### src/rtl/adder_share_arbiter.sv
// Round-robin arbiter/sequencer sharing one external WIDTH-bit adder among N_REQ requesters.
// Latency: req sampled in IDLE -> gnt next cycle (CALC) -> res_valid the cycle after; 3 cycles per op.
// Backpressure: res_ready low holds the result in HOLD indefinitely; req is not sampled until IDLE.
module adder_share_arbiter #(
   parameter int N_REQ = 4,
   parameter int WIDTH = 4,
   parameter int IDW   = 2
) (
   input  logic                     clk,
   input  logic                     reset,
   input  logic [N_REQ-1:0]         req,
   input  logic [N_REQ*WIDTH-1:0]   a_in,
   input  logic [N_REQ*WIDTH-1:0]   b_in,
   output logic [N_REQ-1:0]         gnt,
   output logic [WIDTH-1:0]         add_a,
   output logic [WIDTH-1:0]         add_b,
   input  logic [WIDTH:0]           add_sum,
   output logic                     res_valid,
   input  logic                     res_ready,
   output logic [WIDTH:0]           res_sum,
   output logic [IDW-1:0]           res_id,
   output logic                     busy,
   output logic [7:0]               op_count
);

   typedef enum logic [1:0] {
      IDLE = 2'd0,
      CALC = 2'd1,
      HOLD = 2'd2
   } state_t;

   state_t           state;
   state_t           state_nxt;
   logic [IDW-1:0]   rr_ptr;
   logic             win_found;
   logic [IDW-1:0]   win_idx;
   int unsigned      cand;

   // Round-robin search: first asserted req starting at rr_ptr, wrapping upward.
   always_comb begin
      win_found = 1'b0;
      win_idx   = '0;
      cand      = 0;
      for (int k = 0; k < N_REQ; k++) begin
         cand = (int'(rr_ptr) + k) % N_REQ;
         if (!win_found && req[IDW'(cand)]) begin
            win_found = 1'b1;
            win_idx   = IDW'(cand);
         end
      end
   end

   // FSM state register.
   always_ff @(posedge clk or posedge reset) begin
      if (reset) state <= IDLE;
      else       state <= state_nxt;
   end

   // FSM next-state: one grant per op, HOLD waits for the consumer.
   always_comb begin
      state_nxt = state;
      case (state)
         IDLE:    if (win_found) state_nxt = CALC;
         CALC:    state_nxt = HOLD;
         HOLD:    if (res_ready) state_nxt = IDLE;
         default: state_nxt = IDLE;
      endcase
   end

   // Busy follows the registered state, so it covers the gnt cycle through the handshake cycle.
   assign busy = (state != IDLE);

   // Operand latch, grant pulse, result capture, pointer advance and completion count.
   always_ff @(posedge clk or posedge reset) begin
      if (reset) begin
         gnt       <= '0;
         add_a     <= '0;
         add_b     <= '0;
         res_sum   <= '0;
         res_id    <= '0;
         res_valid <= 1'b0;
         rr_ptr    <= '0;
         op_count  <= '0;
      end else begin
         gnt <= '0;
         case (state)
            IDLE: begin
               if (win_found) begin
                  add_a  <= a_in[int'(win_idx)*WIDTH +: WIDTH];
                  add_b  <= b_in[int'(win_idx)*WIDTH +: WIDTH];
                  res_id <= win_idx;
                  gnt    <= {{(N_REQ-1){1'b0}}, 1'b1} << win_idx;
                  rr_ptr <= (win_idx == IDW'(N_REQ-1)) ? '0 : win_idx + 1'b1;
               end
            end
            CALC: begin
               res_sum   <= add_sum;
               res_valid <= 1'b1;
            end
            HOLD: begin
               if (res_ready) begin
                  res_valid <= 1'b0;
                  if (op_count != 8'hFF) op_count <= op_count + 8'd1;
               end
            end
            default: ;
         endcase
      end
   end

endmodule

### config.mk
export PLATFORM = sky130hd
export DESIGN_NAME = adder_share_arbiter
export DESIGN_NICKNAME = d
export VERILOG_FILES = /design/src/rtl/adder_share_arbiter.sv
export SDC_FILE = /design/constraint.sdc
export NUM_CORES = 1
export LEC_CHECK = 0
export ABC_AREA = 1
export CAP_MARGIN = 20
export CORE_MARGIN = 1.5
export CORE_UTILIZATION = 54
export DETAILED_ROUTE_END_ITERATION = 12
export DONT_BUFFER_PORTS = 1
export PLACE_DENSITY_LB_ADDON = 0.2
export SYNTH_ARGS = -nofsm -noshare
export SYNTH_HDL_FRONTEND = slang
export SYNTH_SLANG_ARGS = --single-unit
### constraint.sdc
create_clock -name clk -period 4.2 [get_ports clk]
set_input_delay 0.63 -clock clk [delete_from_list [all_inputs] [get_ports clk]]
set_output_delay 0.63 -clock clk [all_outputs]
set_load 0.01 [all_outputs]
# ---- After elaboration in Yosys (flattened, before gate mapping)
# Cells that the tools add are included.
dict set report word_totals {
  regBits 32
  inputBits 44
  output_inout_bits 29
  elab_cells 64
}
dict set report classes {
  add_sub_neg 5
  n_lt_le_gt_ge 4
  eq_ne 6
  n_shift 3
  n_mux 24
  n_reduce_logical 13
}
# op count
set op_table {}
lappend op_table {{$shiftx 16x5->4} 2}
lappend op_table {{$mux 2} 7}
lappend op_table {{$lt 2x3->1 const B} 4}
lappend op_table {{$mux 1} 9}
lappend op_table {{$add 8x1->8 const B} 1}
lappend op_table {{$bmux 1 s2} 4}
lappend op_table {{$mux 4} 2}
lappend op_table {{$ne 8x8->1 const B} 1}
lappend op_table {{$pmux 2 s3} 1}
lappend op_table {{$reduce_and 2->1} 3}
lappend op_table {{$add 2x1->2 const B} 2}
lappend op_table {{$add 2x2->2 const B} 2}
lappend op_table {{$eq 2x2->1 const B} 2}
lappend op_table {{$ne 2x2->1 const B} 2}
lappend op_table {{$reduce_bool 2->1} 2}
lappend op_table {{$shl 1x2->4 const A} 1}
lappend op_table {{$logic_and 1x1->1} 3}
lappend op_table {{$logic_not 1->1} 3}
lappend op_table {{$reduce_and 3->1} 1}
lappend op_table {{$eq 2x1->1 const B} 1}
lappend op_table {{$logic_not 2->1} 1}
lappend op_table {{$pmux 1 s2} 1}

# ---- Logic depth before layout (Yosys ltp)
dict set report logic_depth {
  ltp_word 15
  mapped_depth 15
  mapped_depth_nobuf 15
}

# ---- Worst setup path after synthesis
# Ideal clock, no wire load.
dict set report synth_path {
  path_kind {in2reg}
  from {input port req[3]}
  to {register rr_ptr[1]}
  setup_ps 122
  arrival_ps 1859
  required_ps 4078
  path_slack_ps 2219
  path_stages 14
  cell_sequence {inv_1 > nand2_1 > nand2_1 > nand2_1 > nand2_1 > nor2_2 > nor2_4 > nand2_8 > nand2_8 > buf_6 > inv_2 > ha_1 > nand2_1 > o21ai_1}
}
dict set report synth_between {
  elab_chain_len 14
  elab_cells_between_ends 26
}
# item line_no
set synth_lines {}
lappend synth_lines {{start, declared} 11} ;# input logic [N_REQ-1:0] req,
lappend synth_lines {{$bmux 1 s2} 46} ;# if (!win_found && req[IDW'(cand)]) begin
lappend synth_lines {{$mux 1 (implied by the code)} 46}
lappend synth_lines {{$mux 1} 46}
lappend synth_lines {{$logic_not 1->1} 46}
lappend synth_lines {{$logic_and 1x1->1} 46}
lappend synth_lines {{$mux 1} 46}
lappend synth_lines {{$logic_not 1->1} 46}
lappend synth_lines {{$logic_and 1x1->1} 46}
lappend synth_lines {{$mux 1} 46}
lappend synth_lines {{$logic_not 1->1} 46}
lappend synth_lines {{$logic_and 1x1->1} 46}
lappend synth_lines {{$mux 2} 46}
lappend synth_lines {{$add 2x1->2 or $eq 2x2->1 (tied branches)} 93} ;# rr_ptr <= (win_idx == IDW'(N_REQ-1)) ? '0 : win_idx + 1'b1;
lappend synth_lines {{$mux 2} 93}
lappend synth_lines {{end signal, assigned} 93}
lappend synth_lines {{end, declared} 34} ;# logic [IDW-1:0] rr_ptr;
# Several ways; a longest one is shown, not always the timed one. The select of a mux whose other input is x is not followed.
# A chain may end at the register's enable or synchronous reset.

# ---- Final worst setup path
dict set report layout_path {
  from {register rr_ptr[0]}
  to {register rr_ptr[1]}
}
dict set report layout_between {
  elab_chain_len 14
  elab_cells_between_ends 29
}
# item
set layout_lines {}
lappend layout_lines {{branches (longest 14 deep; another with $add 2x1->2)}}
# Parallel ways; which one is timed is not known. The select of a mux whose other input is x is not followed.

==> flow_metrics.env <==
export IMPL_status="completed"
export IMPL_clock_power_share_pct=8.1
export IMPL_synth_top_family_by_area="simple AND/OR/NAND/NOR gates"
export IMPL_power_frac_comb_pct=60.5
export IMPL_crit_path_max_incr_delay_ps=650
export IMPL_p_per_area_nw_per_um2=956.2
export IMPL_p_sw_share_pct=54.15
export IMPL_maxSlewViolCount=0
export IMPL_yosys_warnings=0
export IMPL_grt_pass1_vias=1637
export IMPL_viasPerCell=5.251
export IMPL_grt_overflow_total=0
export IMPL_p_sw_w=0.001047
export IMPL_dp_cells=312
export IMPL_syn_inst=270
export IMPL_crit_top_cell="nand2_1"
export IMPL_worstMarginPinSlew_ps=486.5
export IMPL_hpwl_um=2914
export IMPL_gp_congestion=0.8368
export IMPL_cts_root_buffer="clkbuf_4"
export IMPL_crit_family="simple AND/OR/NAND/NOR gates"
export IMPL_setup_tns_ps=0
export IMPL_synthXorXnorAreaFrac_pct=3.133
export IMPL_rows=21
export IMPL_cts_sinks=32
export IMPL_cp_max_fo=19
export IMPL_wl_per_cell_um=11.98
export IMPL_rsz0062_at_grt="no"
export IMPL_power_internal_w=0.0008864
export IMPL_synth_top_area_cell="dfrtp_1"
export IMPL_power_w=0.001933
export IMPL_synthSimpleGateAreaFrac_pct=42.33
export IMPL_min_period_ps=2339
export IMPL_maxCapViolations=0
export IMPL_clock_latency_ps=330
export IMPL_required_ps=4420
export IMPL_synth_top_area_share_pct=40.92
export IMPL_synth_compound_area_share_pct=2.685
export IMPL_post_cts_buffers=0
export IMPL_cts_resized_gates=0
export IMPL_avgSynthCellArea_um2=7.248
export IMPL_cts_max_level=2
export IMPL_layoutNonFillerInstCount=319
export IMPL_rrSetupSlack_ps=1860
export IMPL_mostFrequentLayoutCells="115 x nand2_1, 32 x inv_1, 32 x nand3_1, 32 x dfrtp_1"
export IMPL_ys_ff_latch=32
export IMPL_antennaDiodeCount=0
export IMPL_drive_above_1_share_pct=12.09
export IMPL_path_class="flop to flop"
export IMPL_vdd_drop_max_v=0.0004129
export IMPL_fin_area_um2=2022
export IMPL_io_pins=73
export IMPL_core_um2=3416
export IMPL_drt_iter0_markers=101
export IMPL_syn_cell_area_um2=1957
export IMPL_synth_edf_count=0
export IMPL_reg2regPathDepth=12
export IMPL_grt_pass1_wl_um=6755
export IMPL_post_dp_cell_area_um2=1976
export IMPL_clk_pin_slew_ps=90
export IMPL_p_leak_nw=1.172
export IMPL_antenna_found_initial=0
export IMPL_syn2layout_area_growth_pct=3.325
export IMPL_max_freq_ghz=0.4275
export IMPL_drt_pass1_iter_count=4
export IMPL_wl_um=3822
export IMPL_slew_headroom_pct=67.57
export IMPL_cts_tree="done"
export IMPL_critPathBufInv=2
export IMPL_ctsHoldBuffers=0
export IMPL_setup_violations=0
export IMPL_timing_final_crit_share_pct=55.69
export IMPL_design_die_area_um2=3994
export IMPL_crit_path_start_kind="flop"
export IMPL_synth_cell_types=27
export IMPL_synth_area_top_cells="dfrtp_1 41%, nand2_1 22%, nand3_1 8.2%"
export IMPL_ys_flop_type="dfrtp_1"
export IMPL_cts_buffer_depth=2
export IMPL_grt_use_total_pct=21.28
export IMPL_finClkSkew_ps=2.894
export IMPL_crit_chain="inv_2 > nand2_1 > nand2_4 > nand2_1 > nand2_1 > a21oi_2 > nand2_2 > nand2_8 > inv_2 > ha_1 > nand2_1 > o21ai_1"
export IMPL_die_w_um=63.20
export IMPL_r2r_end="rr_ptr[1]"
export IMPL_vias=1675
export IMPL_final_nets=319
export IMPL_r2r_start="rr_ptr[0]"
export IMPL_critPathCaptureType="flop"
export IMPL_ant_nets=0
export IMPL_remaining_drc_errors=0
export IMPL_start_util_pct=57.29
export IMPL_grt_max_degree=33
export IMPL_synth_seq_area_share_pct=40.92
export IMPL_async_reset_ff_share_pct=100.0
export IMPL_final_common_cell="nand2_1"
export IMPL_finalHoldViolCount=0
export IMPL_cts_buffers=5
export IMPL_muxShareOfSynthArea_pct=0
export IMPL_synthesis_nets=316
export IMPL_crit_slowest_cell="dfrtp_1"
export IMPL_hp_class="input pin to async pin"
export IMPL_arrival_ps=2560
export IMPL_die_h_um=63.20
export IMPL_p_seq_share_pct=31.4
export IMPL_synth_fa_ha_area_share_pct=1.279
export IMPL_port_buffers=0
## synthesized netlist by cell type, drive strengths merged (2+ instances only)
library cell / n
buf: 5
dfrtp: 32
ha: 2
inv: 38
nand2: 127
nand3: 34
nand4: 3
nor2: 12
o21a: 2
o21ai: 5
xnor2: 2
xor2: 5
## registers in the layout, indices dropped and copies added (netlist names)
| name | flops |
|---|---|
| add_a | 4 |
| gnt | 4 |
| res_id | 2 |
| rr_ptr | 2 |
| add_b | 4 |
| state | 2 |
| op_count | 8 |
| res_valid | 1 |
| res_sum | 5 |
## logic make-up (layout without fill, tap and decap cells)
family,after synthesis,after routing
simple gates,178,178
buf+inv,43,46
flops,32,32
compound gates,8,8
xor+xnor,7,7
fa+ha+maj,2,2
## area by class of cell
cell class | count | area (um^2)
inverters | 38 | 142.6
clock buffers | 6 | 41.29
fillers | 341 | 1394
well taps | 46 | 57.56
repair buffers | 1 | 7.507
flip-flops and latches | 32 | 800.8
multi-input cells | 195 | 967.2
clock inverters | 1 | 5.005
## worst max path at each step
stage,startpoint,endpoint,slack (ps),cells past startpoint
finish,rr_ptr[0],rr_ptr[1],1860,12
global route,rr_ptr[0],rr_ptr[1],1610,12
CTS,rr_ptr[0],rr_ptr[1],1830,12
detailed placement,rr_ptr[0],rr_ptr[1],1860,12
global placement,rr_ptr[0],rr_ptr[1],1910,12
floorplan,req[3],rr_ptr[1],2220,14
## per-stage QoR
step	worst slack [ps]	hold WS [ps]	utilization [%]
6_report	1861	254.4	59.19
5_1_grt	1607	267.6	59.19
4_1_cts	1832	255.4	59.19
3_5_place_dp	1862	529.7	57.84
3_3_place_gp	1910	527.5	57.84
2_1_floorplan	2219	508.5	-
## routing by layer
layer  global-route usage [%]  part of all wire (%)  vias up  wire length [um]
li1                         -                     -      836                 -
met1                    25.78                    44      768              1670
met2                    35.37                    47       61              1787
met3                    6.250                   7.7       10               293
met4                    8.967                   1.9        0                71
met5                        0                     0        -                 0
## power groups by stage
| stage | registers (W) | clock network, W | logic, W |
|---|---|---|---|
| final | 0.000607 | 0.000157 | 0.00117 |
| after global routing | 0.000627 | 0.000177 | 0.00137 |
| after CTS | 0.000609 | 0.000164 | 0.00118 |
| after detailed placement | 0.000612 | 0 | 0.00118 |
| after global placement | 0.000612 | 0 | 0.00115 |
| after floorplan | 0.000570 | 0 | 0.00105 |
(Power assumes the default switching activity.)
